`src/rtl/chord_note_dispatcher_if.sv`:
```
// Song-side bus of the chord note dispatcher: song ROM read port plus the
// note-load and activate lines that drive harm_chord_player.
interface chord_note_dispatcher_if #(
  parameter int AW = 7
);
  logic [AW-1:0] rom_addr;
  logic [15:0]   rom_data;
  logic [5:0]    note_to_load;
  logic [5:0]    duration;
  logic [1:0]    weight;
  logic          load_new_note;
  logic          activate;
  logic          song_done;

  modport master (
    output rom_addr,
    input  rom_data,
    output note_to_load,
    output duration,
    output weight,
    output load_new_note,
    output activate,
    output song_done
  );

  modport slave (
    input  rom_addr,
    output rom_data,
    input  note_to_load,
    input  duration,
    input  weight,
    input  load_new_note,
    input  activate,
    input  song_done
  );
endinterface

```
`src/rtl/chord_note_dispatcher.sv`:
```
// Walks the song ROM, strobes note entries into the chord player and holds
// activate high for the beat count of each advance entry.
module chord_note_dispatcher #(
  parameter int AW = 7
) (
  input  logic                    clk,
  input  logic                    reset,
  input  logic                    play,
  input  logic                    beat,
  chord_note_dispatcher_if.master bus
);

  typedef enum logic [2:0] {
    ST_IDLE       = 3'd0,
    ST_FETCH      = 3'd1,
    ST_WAIT_ROM   = 3'd2,
    ST_DISPATCH   = 3'd3,
    ST_GAP        = 3'd4,
    ST_WAIT_BEATS = 3'd5,
    ST_DONE       = 3'd6
  } state_t;

  localparam logic [AW-1:0] ADDR_MAX = {AW{1'b1}};
  localparam logic [AW-1:0] ADDR_ONE = {{(AW-1){1'b0}}, 1'b1};

  state_t        state_r;
  logic [AW-1:0] addr_r;
  logic [15:0]   entry_r;
  logic [5:0]    cnt_r;
  logic [5:0]    note_r;
  logic [5:0]    dur_r;
  logic [1:0]    weight_r;
  logic          load_r;
  logic          activate_r;
  logic          done_r;

  logic          entry_is_adv_s;
  logic [5:0]    entry_beats_s;
  logic          entry_unused_s;

  assign entry_is_adv_s = entry_r[15];
  assign entry_beats_s  = entry_r[8:3];
  assign entry_unused_s = entry_r[0];

  // Sequencer: ROM walk, entry decode, note strobe and beat countdown; play=0 freezes everything.
  always_ff @(posedge clk) begin
    if (reset) begin
      state_r    <= ST_IDLE;
      addr_r     <= {AW{1'b0}};
      entry_r    <= 16'd0;
      cnt_r      <= 6'd0;
      note_r     <= 6'd0;
      dur_r      <= 6'd0;
      weight_r   <= 2'd0;
      load_r     <= 1'b0;
      activate_r <= 1'b0;
      done_r     <= 1'b0;
    end else if (play) begin
      case (state_r)
        ST_IDLE: begin
          state_r <= ST_FETCH;
        end
        ST_FETCH: begin
          state_r <= ST_WAIT_ROM;
        end
        ST_WAIT_ROM: begin
          entry_r <= bus.rom_data;
          state_r <= ST_DISPATCH;
        end
        ST_DISPATCH: begin
          if (!entry_is_adv_s) begin
            note_r     <= entry_r[14:9];
            dur_r      <= entry_r[8:3];
            weight_r   <= entry_r[2:1];
            load_r     <= 1'b1;
            activate_r <= 1'b0;
            state_r    <= ST_GAP;
          end else if (entry_beats_s != 6'd0) begin
            cnt_r      <= entry_beats_s;
            activate_r <= 1'b1;
            state_r    <= ST_WAIT_BEATS;
          end else begin
            done_r     <= 1'b1;
            activate_r <= 1'b0;
            state_r    <= ST_DONE;
          end
        end
        ST_GAP: begin
          load_r <= 1'b0;
          if (addr_r == ADDR_MAX) begin
            done_r  <= 1'b1;
            state_r <= ST_DONE;
          end else begin
            addr_r  <= addr_r + ADDR_ONE;
            state_r <= ST_FETCH;
          end
        end
        ST_WAIT_BEATS: begin
          if (beat) begin
            cnt_r <= cnt_r - 6'd1;
            // The beat that empties the counter is the last one activate stays high for.
            if (cnt_r == 6'd1) begin
              activate_r <= 1'b0;
              if (addr_r == ADDR_MAX) begin
                done_r  <= 1'b1;
                state_r <= ST_DONE;
              end else begin
                addr_r  <= addr_r + ADDR_ONE;
                state_r <= ST_FETCH;
              end
            end
          end
        end
        ST_DONE: begin
          activate_r <= 1'b0;
        end
        default: begin
          state_r <= ST_IDLE;
        end
      endcase
    end
  end

  // Pausing masks the strobe rather than clearing it, so a due load is issued once play returns.
  assign bus.rom_addr      = addr_r;
  assign bus.note_to_load  = note_r;
  assign bus.duration      = dur_r;
  assign bus.weight        = weight_r;
  assign bus.load_new_note = load_r & play;
  assign bus.activate      = activate_r & play;
  assign bus.song_done     = done_r;

endmodule

```
`src/flat_wrapper.sv`:
```
// flat-port wrapper written by rule: the top's interface ports become plain ports
module chord_note_dispatcher_flat 
#(
  parameter int AW = 7
)
  (clk, reset, play, beat, bus_rom_addr, bus_rom_data, bus_note_to_load, bus_duration, bus_weight, bus_load_new_note, bus_activate, bus_song_done);
  chord_note_dispatcher_if #(.AW(AW)) bus_i ();
  input  logic clk;
  input  logic reset;
  input  logic play;
  input  logic beat;
  output wire logic [$bits(bus_i.rom_addr)-1:0] bus_rom_addr;
  input wire logic [$bits(bus_i.rom_data)-1:0] bus_rom_data;
  output wire logic [$bits(bus_i.note_to_load)-1:0] bus_note_to_load;
  output wire logic [$bits(bus_i.duration)-1:0] bus_duration;
  output wire logic [$bits(bus_i.weight)-1:0] bus_weight;
  output wire logic [$bits(bus_i.load_new_note)-1:0] bus_load_new_note;
  output wire logic [$bits(bus_i.activate)-1:0] bus_activate;
  output wire logic [$bits(bus_i.song_done)-1:0] bus_song_done;
  assign bus_rom_addr = bus_i.rom_addr;
  assign bus_i.rom_data = bus_rom_data;
  assign bus_note_to_load = bus_i.note_to_load;
  assign bus_duration = bus_i.duration;
  assign bus_weight = bus_i.weight;
  assign bus_load_new_note = bus_i.load_new_note;
  assign bus_activate = bus_i.activate;
  assign bus_song_done = bus_i.song_done;
  chord_note_dispatcher #(.AW(AW)) u_core (.clk(clk), .reset(reset), .play(play), .beat(beat), .bus(bus_i));
endmodule
```
`config.mk`:
```
export PLATFORM = sky130hd
export DESIGN_NAME = chord_note_dispatcher_flat
export DESIGN_NICKNAME = d
export VERILOG_FILES = /design/src/rtl/chord_note_dispatcher_if.sv /design/src/rtl/chord_note_dispatcher.sv /design/src/flat_wrapper.sv
export SDC_FILE = /design/constraint.sdc
export NUM_CORES = 1
export LEC_CHECK = 0
export CORE_ASPECT_RATIO = 1.4
export CORE_MARGIN = 2
export CORE_UTILIZATION = 50
export DETAILED_ROUTE_END_ITERATION = 7
export GPL_TIMING_DRIVEN = 0
export PLACE_DENSITY_LB_ADDON = 0.15
export SLEW_MARGIN = 15
export SYNTH_ARGS = -nofsm -noshare
export SYNTH_HDL_FRONTEND = slang
export SYNTH_SLANG_ARGS = --single-unit
```
`constraint.sdc`:
```
create_clock -name clk -period 2.71 [get_ports clk]
set_input_delay 0.542 -clock clk [delete_from_list [all_inputs] [get_ports clk]]
set_output_delay 0.542 -clock clk [all_outputs]
set_load 0.05 [all_outputs]
```
==> results of run 1 <==
worst paths after layout:
path                                         from              endpoint  slack [ns]
worst max-delay path                         play     bus_load_new_note        0.14
worst min-delay path            u_core.entry_r[1]  u_core.bus.weight[0]        0.45
worst max register to register  u_core.state_r[1]     u_core.entry_r[5]        0.77
worst min register to register  u_core.entry_r[1]  u_core.bus.weight[0]        0.45
cell type report:
cell class                 count  share of cell area (%)
buffer                        19                   2.906
clock buffer                   6                   2.554
clock inverter                 1                  0.1761
inverter                       8                   1.057
multi-input combinational    216                   42.49
sequential                    48                   33.82
tap                           62                   2.730
timing repair buffer          41                   14.27
registers in the layout, summed over array words and instances (netlist names), 2 cells and up:
signal                   count
u_core.bus.rom_addr          7
u_core.bus.duration          6
u_core.cnt_r                 6
u_core.bus.weight            2
u_core.entry_r              15
u_core.state_r               3
u_core.bus.note_to_load      6
cells by family after synthesis:
group,count (synthesis)
flops,48
buf+inv,27
compound gates,91
simple gates,122
fa+ha+maj,3
per-layer routing:
metal | wire length [um] | up-vias | global-route usage [%]
li1 | - | 1134 | -
met1 | 2581 | 1092 | 32.88
met2 | 2870 | 63 | 38.88
met3 | 239 | 13 | 3.721
met4 | 102 | 0 | 8.893
met5 | 0 | - | 0
metrics by stage:
stage,utilization [%],std cells
global placement,62.01,394
CTS,63.75,401
floorplan,-,291
finish,63.67,401
detailed placement,62.01,394
global route,63.67,401
critical path: cells and delay by family:
family                 cells  cell delay, ns
buffers and inverters      3            1.33
AND/OR/NAND/NOR            1            0.15
cells in the mapped netlist, types with 2 or more instances:
library cell	count	area (um^2)
nor2b_1	2	12.51
o2bb2ai_1	2	17.52
nor3b_1	2	15.01
and4_1	2	17.52
nand4_1	3	18.77
o21ai_0	13	65.06
nand3b_1	3	22.52
and3b_1	2	17.52
nor3_1	4	20.02
ha_1	3	37.54
a221oi_1	2	17.52
nand2b_1	2	12.51
or3_1	2	12.51
a31oi_1	8	50.05
a21oi_1	45	225.2
nand4b_1	3	26.28
nand2_1	74	277.8
o31ai_1	4	30.03
clkbuf_1	15	56.30
a31o_2	3	26.28
dfxtp_1	48	960.9
and2_1	2	12.51
or4_1	4	30.03
a221o_1	2	20.02
a211o_1	2	17.52
nand3_1	6	30.03
nor2_1	5	18.77
inv_1	8	30.03
buf_2	2	10.01
where the power goes:
part / total (mW) / switching [mW] / internal [mW]
Clock: 0.409 / 0.233 / 0.176
Sequential: 0.728 / 0.0123 / 0.716
Combinational: 0.123 / 0.0708 / 0.0526
repair_timing:
action	in CTS	in global routing
gates resized for setup	4	3
gates cloned	0	0
setup endpoints to repair	2	2
hold buffers	0	0
==> results.toml, run 1 <==
[run_status]
status = "finished, final reports clean"

[cts]
insertion_delay_ns = 0.30
cts_made_buffers = 5
cts_tree = "yes"
cts_setup_buffers = 0
root_buffer = "clkbuf_8"
cts.htree.levels = 2
clk_pin_slew_ns = 0.08
clockBufferDepth = 2
cts.sinks = 48

[logic_synthesis]
synth_xor_xnor_area_share_pct = 0
synth-simple-area-share_pct = 26.67
synth_edf_count = 0
synth_fa_ha_area_share_pct = 1.647
avgSynthCellArea_um2 = 7.834
syn-num-nets = 314
synth_cell_type_count = 47
ys.warnings.count = 0
synth_mux_area_share_pct = 0
synth_compound_area_share_pct = 24.64
synth_ff_type = "dfxtp_1"
ys_async_sr_fraction_pct = 0
netlist_instances = 291
synth_top_family_by_area = "simple AND/OR/NAND/NOR gates"
syn_area_mm2 = 0.002280
seq_area_frac_synth_pct = 42.15
synth-seq-cells = 48

[placed_design]
place.gp.congestion = 0.9074
portBuffers = 41
place_hpwl_um = 4158
place_ws_ns = -0.3003
place_area_mm2 = 0.002768

[timing]
setup_tns_ns = 0
tightest_slew_ns = 0.5734
fin_worst_skew_ns = 0.002687
slew_headroom_pct = 61.77
final-hold-violation-count = 0
clock.fmax_mhz = 389.5
timing.hold.ws_ns = 0.4540
grt_setup_unrepaired = "no"
finalCritPeriodShare_pct = 94.74
finalCriticalPeriod_ns = 2.567
setup_viol = 0
drv_slew = 0
finalWorstSetupSlack_ns = 0.1426

[global_route]
grt_pass1_vias = 2143
antenna_found_initial = 0
grt_max_degree = 14
grt_use_total_pct = 24.55
overflow = 0
grt_pass1_wl_um = 9798

[die]
rows = 29
die_w_um = 61.07
initial_core_util_pct = 51.08
fp.dieArea_mm2 = 0.005123
coreArea_mm2 = 0.004463
die_y_um = 83.90
io-pin-count = 44

[power]
power.density_mw_per_mm2 = 443.4
vdd.ir_drop.worst_mv = 0.2671
design_power_total_mw = 1.260
leakage_nw = 0.9069

[routing]
firstDrtPassIters = 4
antenna_left = 0
wl_per_cell_um = 14.45
drc = 0
routed_via_density = 5.741
vias = 2302
drtIter0Drc = 146
drt-total-wl_um = 5793

[final_layout]
final_nets = 362
final_cell_mix = "nand2_1, dfxtp_1, a21oi_1"
multi_input_comb_area_mm2 = 0.001207
fill_cells = 425
stdcell_area_mm2 = 0.002841
seqCellArea_um2 = 960.9
final_common_cell = "nand2_1"
area_growth_pct = 24.64
antenna_cells = 0
drive_gt1_share_pct = 5.900

[hold_path]
hp-class = "reg2reg"
worstHoldPathCells = 2

[critical_path]
cpMaxStageDelayCell = "clkdlybuf4s50_1"
cp-start-kind = "input pin"
critical_path_required_ns = 2.17
cp_cell_sequence = "clkdlybuf4s50_1 -> clkbuf_2 -> and2_1 -> clkdlybuf4s15_1"
arrival_ns = 2.03
cp_max_fo = 10
critical_path_class = "in2out"
slowest_delay_ns = 0.59
critPathCaptureType = "output port"
reg2reg_depth = 6

[job]
drv.max_cap_violation_count = 0
(Power assumes the default switching activity.)
==> run 2: changes to the inputs <==
ABC_CLOCK_PERIOD_IN_PS = 2710   (was unset)
CTS_BUF_LIST = sky130_fd_sc_hd__clkbuf_4 sky130_fd_sc_hd__clkbuf_8 sky130_fd_sc_hd__clkbuf_16   (was unset)
==> run 2 against run 1 <==
  * Sequential power about the same
  * Clock power up 2%
  * Combinational power about the same
  * Final cell count unchanged
  * Clock skew up 0.0013 ns
==> results.toml, run 2 (synthesized netlist as in run 1, its figures left out) <==
[run_status]
status = "finished, final reports clean"

[placed_design]
place_inst = 394
place_hpwl_um = 4158
place.gp.congestion = 0.9074
place_ws_ns = -0.3003
portBuffers = 41

[critical_path]
cp_cell_sequence = "clkdlybuf4s50_1 -> clkbuf_2 -> and2_1 -> clkdlybuf4s15_1"
crit_start = "play"
cp_max_fo = 10
cp-start-kind = "input pin"
critPathCaptureType = "output port"
arrival_ns = 2.03
crit_cells = 4
cpMaxStageDelayCell = "clkdlybuf4s50_1"
r2r-start = "u_core.state_r[1]"
crit_buf_inv = 3
rr_endpoint = "u_core.entry_r[5]"
endpoint = "bus_load_new_note"
critical_path_class = "in2out"
slowest_delay_ns = 0.58
critical_path_required_ns = 2.17
ff2ff_setup_slack_ns = 0.78
critical_path.top_delay_family = "buffers and inverters"
reg2reg_depth = 6

[power]
intPower_mw = 0.9541
leakage_nw = 0.9104
switching_power_mw = 0.3150
power.density_mw_per_mm2 = 446.0
vdd.ir_drop.worst_mv = 0.2652
seqPwrFrac_pct = 57.4
clkPwrFrac_pct = 32.9
design_power_total_mw = 1.269
switching_share_pct = 24.82
power_frac_comb_pct = 9.7

[routing]
vias = 2298
routed_via_density = 5.731
drtIter0Drc = 150
wl_per_cell_um = 14.51
antenna_left = 0
drc = 0
firstDrtPassIters = 4
drt-total-wl_um = 5818

[timing]
clock.fmax_mhz = 388.8
grt_setup_unrepaired = "no"
finalCriticalPeriod_ns = 2.572
slew_headroom_pct = 60.97
fin_worst_skew_ns = 0.004001
final-hold-violation-count = 0
finalWorstSetupSlack_ns = 0.1383
finalCritPeriodShare_pct = 94.90
setup_viol = 0
tightest_slew_ns = 0.5855
drv_slew = 0

[final_layout]
largest_reg_flops = 15
area_growth_pct = 24.81
top_register = "u_core.entry_r"
drive_gt1_share_pct = 6.195
seqCellArea_um2 = 960.9
multi_input_comb_area_mm2 = 0.001207
final_cell_mix = "nand2_1, dfxtp_1, a21oi_1"
final_common_cell = "nand2_1"
fin_cells = 401
antenna_cells = 0
fill_cells = 425
final_nets = 362

[cts]
insertion_delay_ns = 0.30
clockBufferDepth = 2
cts_setup_buffers = 0
clk_pin_slew_ns = 0.08
cts_tree = "yes"
root_buffer = "clkbuf_8"
cts.sinks = 48
cts_made_buffers = 5
postCtsHoldBufs = 0
cts.htree.levels = 2

[job]
drv.max_cap_violation_count = 0

[die]
die_y_um = 83.90
coreArea_mm2 = 0.004463
initial_core_util_pct = 51.08
io-pin-count = 44
rows = 29
fp.dieArea_mm2 = 0.005123
die_w_um = 61.07

[global_route]
grt_pass1_vias = 2157
antenna_found_initial = 0
grt_max_degree = 14
grt_use_total_pct = 24.73
grt_pass1_wl_um = 9880
overflow = 0

[hold_path]
hp-class = "reg2reg"
## run 2: cell count changes in the layout (fill, tap and decap cells not counted)
cell / delta
clkbuf_1: -1
clkbuf_4: +1
## run 2: routing by layer
metal | vias to the layer above | GRT usage [%] | share of wire [%] | wire [um]
li1 | 1134 | - | - | -
met1 | 1097 | 32.88 | 44 | 2580
met2 | 56 | 39.46 | 50 | 2882
met3 | 11 | 3.721 | 4.4 | 258
met4 | 0 | 8.893 | 1.7 | 97
met5 | - | 0 | 0 | 0
## run 2: area by class of cell
type,instances,area share (%)
buffer,19,2.902
clock buffer,6,2.682
clock inverter,1,0.1759
inverter,8,1.055
multi-input combinational,216,42.44
sequential,48,33.77
tap,62,2.726
timing repair buffer,41,14.25
## run 2: power groups by stage
stage / logic [mW] / registers (mW) / clock network [mW]
after global placement: 0.121 / 0.744 / 0
after floorplan: 0.0690 / 0.743 / 0
after CTS: 0.122 / 0.728 / 0.421
after global routing: 0.136 / 0.730 / 0.451
final: 0.124 / 0.728 / 0.417
after detailed placement: 0.122 / 0.744 / 0
## run 2: how the worst min path moves through the flow
stage / startpoint / slack (ns) / cells past startpoint / endpoint
2_1_floorplan: u_core.entry_r[9] / 0.43 / 2 / u_core.bus.note_to_load[0]
4_1_cts: u_core.entry_r[12] / 0.46 / 2 / u_core.entry_r[12]
3_3_place_gp: u_core.entry_r[1] / 0.44 / 2 / u_core.bus.weight[0]
5_1_grt: u_core.entry_r[12] / 0.47 / 2 / u_core.entry_r[12]
3_5_place_dp: u_core.entry_r[12] / 0.45 / 2 / u_core.bus.note_to_load[3]
6_report: u_core.entry_r[2] / 0.45 / 2 / u_core.bus.weight[1]
## run 2: worst register-to-register path: stages (launching register included)
cell      delay [ns]
dfxtp_1         0.45
nor2b_1         0.28
and3_1          0.20
clkbuf_1        0.26
clkbuf_1        0.41
nand2_1         0.12
a21oi_1         0.14
## run 2: timing repair
action,CTS,global route
resized for setup,4,3
gates cloned,0,0
setup endpoints to repair,2,2
## run 2: stage by stage
stage	util (%)	hold slack, ns	setup TNS, ns	cell area (um^2)
4_1_cts	63.84	0.4582	0	2849
5_1_grt	63.75	0.4732	0	2845
2_1_floorplan	-	0.4321	0	2280
3_5_place_dp	62.01	0.4453	-0.5983	2768
6_report	63.75	0.4540	0	2845
3_3_place_gp	62.01	0.4371	-0.5857	2768
==> run 3: changes to the inputs <==
MAX_ROUTING_LAYER = met4   (was unset)
RECOVER_POWER = 50   (was unset)
==> run 3 against run 2 <==
  * Die area unchanged
  * First-iteration DRC count decreased by 0.67%
  * Critical path depth unchanged
  * Sequential power about the same
  * Routed wire length increased by 0.65%
  * Clock power about the same
  * Combinational power about the same
  * Cell area decreased by 1.1%
==> results.toml, run 3 (synthesized netlist as in run 1, its figures left out) <==
[hold_path]
hp-class = "reg2reg"

[final_layout]
largest_reg_flops = 15
antenna_cells = 0
final_util_pct = 63.08
final_cell_mix = "nand2_1, dfxtp_1, a21oi_1"
top_register = "u_core.entry_r"
drive_gt1_share_pct = 5.015
fill_cells = 428
final_common_cell = "nand2_1"
stdcell_area_mm2 = 0.002815
fin_cells = 401
area_growth_pct = 23.49
final_nets = 362

[critical_path]
cp_max_fo = 10
arrival_ns = 2.03
critPathCaptureType = "output port"
critical_path_class = "in2out"
cp-start-kind = "input pin"
critical_path_required_ns = 2.17

[global_route]
grt_pass1_vias = 2158
grt_pass1_wl_um = 9880
antenna_found_initial = 0
grt_max_degree = 14
overflow = 0
grt_use_total_pct = 25.37

[cts]
cts_made_buffers = 5
cts.htree.levels = 2
cts_setup_buffers = 0
cts_tree = "yes"
insertion_delay_ns = 0.30
root_buffer = "clkbuf_8"
clockBufferDepth = 2
clk_pin_slew_ns = 0.08
cts.sinks = 48

[power]
design_power_total_mw = 1.270
power.density_mw_per_mm2 = 451.0
vdd.ir_drop.worst_mv = 0.2681
leakage_nw = 0.9468

[run_status]
status = "finished, final reports clean"

[routing]
wl_per_cell_um = 14.60
firstDrtPassIters = 4
drc = 0
antenna_left = 0
drt-total-wl_um = 5856
routed_via_density = 5.781
vias = 2318
drtIter0Drc = 149

[timing]
setup_viol = 0
final-hold-violation-count = 0
tightest_slew_ns = 0.9115
timing.hold.ws_ns = 0.4566
finalCritPeriodShare_pct = 94.89
slew_headroom_pct = 38.68
setup_tns_ns = 0
grt_setup_unrepaired = "no"
clock.fmax_mhz = 388.9
fin_worst_skew_ns = 0.003838
drv_slew = 0
finalCriticalPeriod_ns = 2.571
finalWorstSetupSlack_ns = 0.1386

[job]
drv.max_cap_violation_count = 0

[die]
rows = 29
initial_core_util_pct = 51.08
fp.dieArea_mm2 = 0.005123
die_w_um = 61.07
io-pin-count = 44
die_y_um = 83.90
coreArea_mm2 = 0.004463

[placed_design]
place_area_mm2 = 0.002768
place_inst = 394
place.gp.congestion = 0.9231
place_ws_ns = -0.3003
portBuffers = 41
place_hpwl_um = 4158
-- run 3: cell type report --
cell class              count  area [um^2]  area share, %
well taps                  62        77.57          2.756
repair buffers             41        405.4          14.40
multi-input cells         216         1186          42.13
flip-flops and latches     48        960.9          34.13
clock inverters             1        5.005         0.1778
plain buffers              19        73.82          2.622
inverters                   8        30.03          1.067
clock buffers               6        76.32          2.711
-- run 3: per-layer routing --
layer	part of all wire [%]	vias up	routed length, um	GRT usage, %
li1	-	1136	-	-
met1	44	1101	2557	32.98
met2	50	68	2917	39.36
met3	4.6	13	271	3.721
met4	1.9	0	110	8.893
met5	0	-	0	-
-- run 3: worst paths after layout --
path	from	end	slack (ns)	depth (start not counted)
min	u_core.entry_r[1]	u_core.bus.weight[0]	0.46	2
min reg2reg	u_core.entry_r[1]	u_core.bus.weight[0]	0.46	2
max	play	bus_load_new_note	0.14	4
max reg2reg	u_core.cnt_r[2]	u_core.bus.rom_addr[1]	0.29	5
-- run 3: worst max-delay path: stages --
cell and delay (ns):
clkdlybuf4s50_1 0.58, clkbuf_2 0.27, and2_1 0.15, clkdlybuf4s15_1 0.48
-- run 3: report_power, final --
group / total (mW) / internal [mW] / switching (mW)
registers: 0.728 / 0.716 / 0.0124
clock network: 0.420 / 0.186 / 0.234
logic: 0.121 / 0.0506 / 0.0709
total: 1.27 / 0.952 / 0.317
-- run 3: repair_timing --
action	4_1_cts	5_1_grt
endpoints found under the hold margin	0	0
resized for setup	4	3
endpoints found under the setup margin	2	2
hold buffers	0	0
==> RTL change, RTL diff (settings of run 1) <==
Add an input register stage for `play` and `beat`, with the module's reset; this delays them by one clock. The other inputs are not delayed to match.
--- a/src/rtl/chord_note_dispatcher.sv
+++ b/src/rtl/chord_note_dispatcher.sv
@@ -22,6 +22,19 @@
 
   localparam logic [AW-1:0] ADDR_MAX = {AW{1'b1}};
   localparam logic [AW-1:0] ADDR_ONE = {{(AW-1){1'b0}}, 1'b1};
+
+  logic play_q;
+  logic beat_q;
+
+  always_ff @(posedge clk) begin
+    if (reset) begin
+      play_q <= '0;
+      beat_q <= '0;
+    end else begin
+      play_q <= play;
+      beat_q <= beat;
+    end
+  end
 
   state_t        state_r;
   logic [AW-1:0] addr_r;
@@ -55,7 +68,7 @@
       load_r     <= 1'b0;
       activate_r <= 1'b0;
       done_r     <= 1'b0;
-    end else if (play) begin
+    end else if (play_q) begin
       case (state_r)
         ST_IDLE: begin
           state_r <= ST_FETCH;
@@ -96,7 +109,7 @@
           end
         end
         ST_WAIT_BEATS: begin
-          if (beat) begin
+          if (beat_q) begin
             cnt_r <= cnt_r - 6'd1;
             // The beat that empties the counter is the last one activate stays high for.
             if (cnt_r == 6'd1) begin
@@ -126,8 +139,8 @@
   assign bus.note_to_load  = note_r;
   assign bus.duration      = dur_r;
   assign bus.weight        = weight_r;
-  assign bus.load_new_note = load_r & play;
-  assign bus.activate      = activate_r & play;
+  assign bus.load_new_note = load_r & play_q;
+  assign bus.activate      = activate_r & play_q;
   assign bus.song_done     = done_r;
 
 endmodule
Formal check against the unedited RTL: not equivalent (a bounded check fails within 10 cycles, from zero or initial values and one cycle with reset high).
==> RTL change against run 1 <==
Synthesized area decreased by 2.5%; critical path depth decreased by 1; wire length decreased by 14%; sequential cell count increased by 2; final cell count decreased by 3.0%; global-route usage decreased by 2.9 points; design area decreased by 1.7%; worst setup slack improved by 120 ps; register-to-register slack got worse by 170 ps; synthesized cell count decreased by 3.8%; count of clock-buffer cells in the layout unchanged; total power increased by 1.9%; via count decreased by 9.6%; largest power group unchanged.
==> RTL change: results (changes against run 1) <==
.. list-table::
   :header-rows: 1

   * - Metric
     - Value
   * - Run status
     - finished clean
   * - Reg-to-reg critical path endpoint
     - u_core.state_r[0]
   * - Detailed-routing wirelength on met1
     - 2.096 mm (-19%)
   * - Number of global-route vias before repair
     - 1920 (-10%)
   * - Top cells by instance count after synthesis
     - 68 x sky130_fd_sc_hd__nand2_1, 50 x sky130_fd_sc_hd__dfxtp_1, 38 x sky130_fd_sc_hd__a21oi_1, 19 x sky130_fd_sc_hd__nor2_1, 15 x sky130_fd_sc_hd__clkbuf_1
   * - Met2 WL
     - 2.563 mm (-11%)
   * - Global Route Usage Sum
     - 21.66% (-2.9 points)
   * - Inserted Clock Buffers
     - 5 (unchanged)
   * - Yosys top cell area share
     - 45.05% (+2.9 points)
   * - Static leakage power
     - 0.9273 nW (+2.2%)
   * - Met3 wire length
     - 219 um (-8.4%)
   * - Fin nets
     - 351 (-3.0%)
   * - Detail-routed via count per cell
     - 5.347 (-6.9%)
   * - First-pass GRT wire length
     - 8.431 mm (-14%)
   * - Pin count of the biggest net entering global routing
     - 16 (+2)
   * - Setup Skew
     - 9.744 ps (+7.057 ps)
   * - Net count after synthesis
     - 303 (-3.5%)
   * - Final GP Congestion
     - 0.8946 (-1.4%)
   * - Critical Path AT
     - 1910 ps (-120 ps)
   * - Pre-CTS setup slack
     - 562.5 ps (+862.8 ps)
   * - Total cell area at the placement stage
     - 2708 sq um (-2.2%)
   * - Top cells by area, synth
     - sky130_fd_sc_hd__dfxtp_1 45%, sky130_fd_sc_hd__nand2_1 11%, sky130_fd_sc_hd__a21oi_1 8.6%
   * - Proportion of synthesized chip area in sequential cells
     - 45.05% (+2.9 points)
   * - Launch instance of the worst min-delay path
     - u_core.entry_r[9]
   * - Reg-to-reg setup timing slack
     - 600 ps (-170 ps)
   * - Net switching power
     - 0.3077 mW (-2.6%)
   * - Gates resized, CTS repair
     - 0 (-4)
## RTL change: changes by cell type after synthesis, moves of 5 or more
cell                      change
sky130_fd_sc_hd__nor2_1      +14
sky130_fd_sc_hd__o21ai_0      -8
sky130_fd_sc_hd__a21oi_1      -7
sky130_fd_sc_hd__a31oi_1      -7
sky130_fd_sc_hd__nand2_1      -6
sky130_fd_sc_hd__o21ai_1      +5
## RTL change: critical path, stage by stage (launching register included)
cell and delay (ps):
sky130_fd_sc_hd__dfxtp_1 340, sky130_fd_sc_hd__clkbuf_1 310, sky130_fd_sc_hd__and2_1 180, sky130_fd_sc_hd__clkdlybuf4s50_1 790
## RTL change: per-stage QoR
stage / std cells / utilization, %
2_1_floorplan: 280 / -
3_3_place_gp: 381 / 63.87
3_5_place_dp: 381 / 63.87
4_1_cts: 389 / 65.91
5_1_grt: 389 / 65.91
6_report: 389 / 65.91
## RTL change: final cells by class
type	instances	share of cell area, %
clock buffer	6	2.597
buffer	19	2.911
inverter	4	0.5374
multi-input combinational	207	40.26
sequential	50	35.83
timing repair buffer	41	14.69
tap	60	2.687
clock inverter	2	0.4926
## RTL change: cell families (layout without fill, tap and decap cells)
group           after synthesis  count (layout)  share of synthesized area (%)
xor+xnor                      5               5                          1.971
compound gates               70              70                          19.71
fa+ha+maj                     3               3                          1.689
flops                        50              50                          45.05
buf+inv                      23              72                          4.335
mux                           2               2                         0.9009
simple gates                127             127                          26.35
## RTL change: worst max path at each step
stage                                 startpoint                end  cells past startpoint
after floorplan           u_core.bus.rom_addr[0]  u_core.state_r[1]                      6
after global placement             u_core.play_q  bus_load_new_note                      3
after detailed placement           u_core.play_q  bus_load_new_note                      3
after CTS                          u_core.play_q  bus_load_new_note                      3
after global routing               u_core.play_q  bus_load_new_note                      3
final                              u_core.play_q  bus_load_new_note                      3
## RTL change: power groups by stage
stage | combinational (mW) | clock [mW] | sequential, mW
5_1_grt | 0.122 | 0.466 | 0.757
2_1_floorplan | 0.0644 | 0 | 0.770
3_3_place_gp | 0.109 | 0 | 0.772
6_report | 0.110 | 0.419 | 0.755
3_5_place_dp | 0.110 | 0 | 0.772
4_1_cts | 0.110 | 0.436 | 0.755
## RTL change: layer usage
| layer | vias to the layer above | GRT usage [%] |
|---|---|---|
| met5 | - | 0 |
| met4 | 0 | 10.30 |
| met3 | 12 | 4.206 |
| met2 | 58 | 35.67 |
| met1 | 954 | 26.02 |
| li1 | 1056 | - |
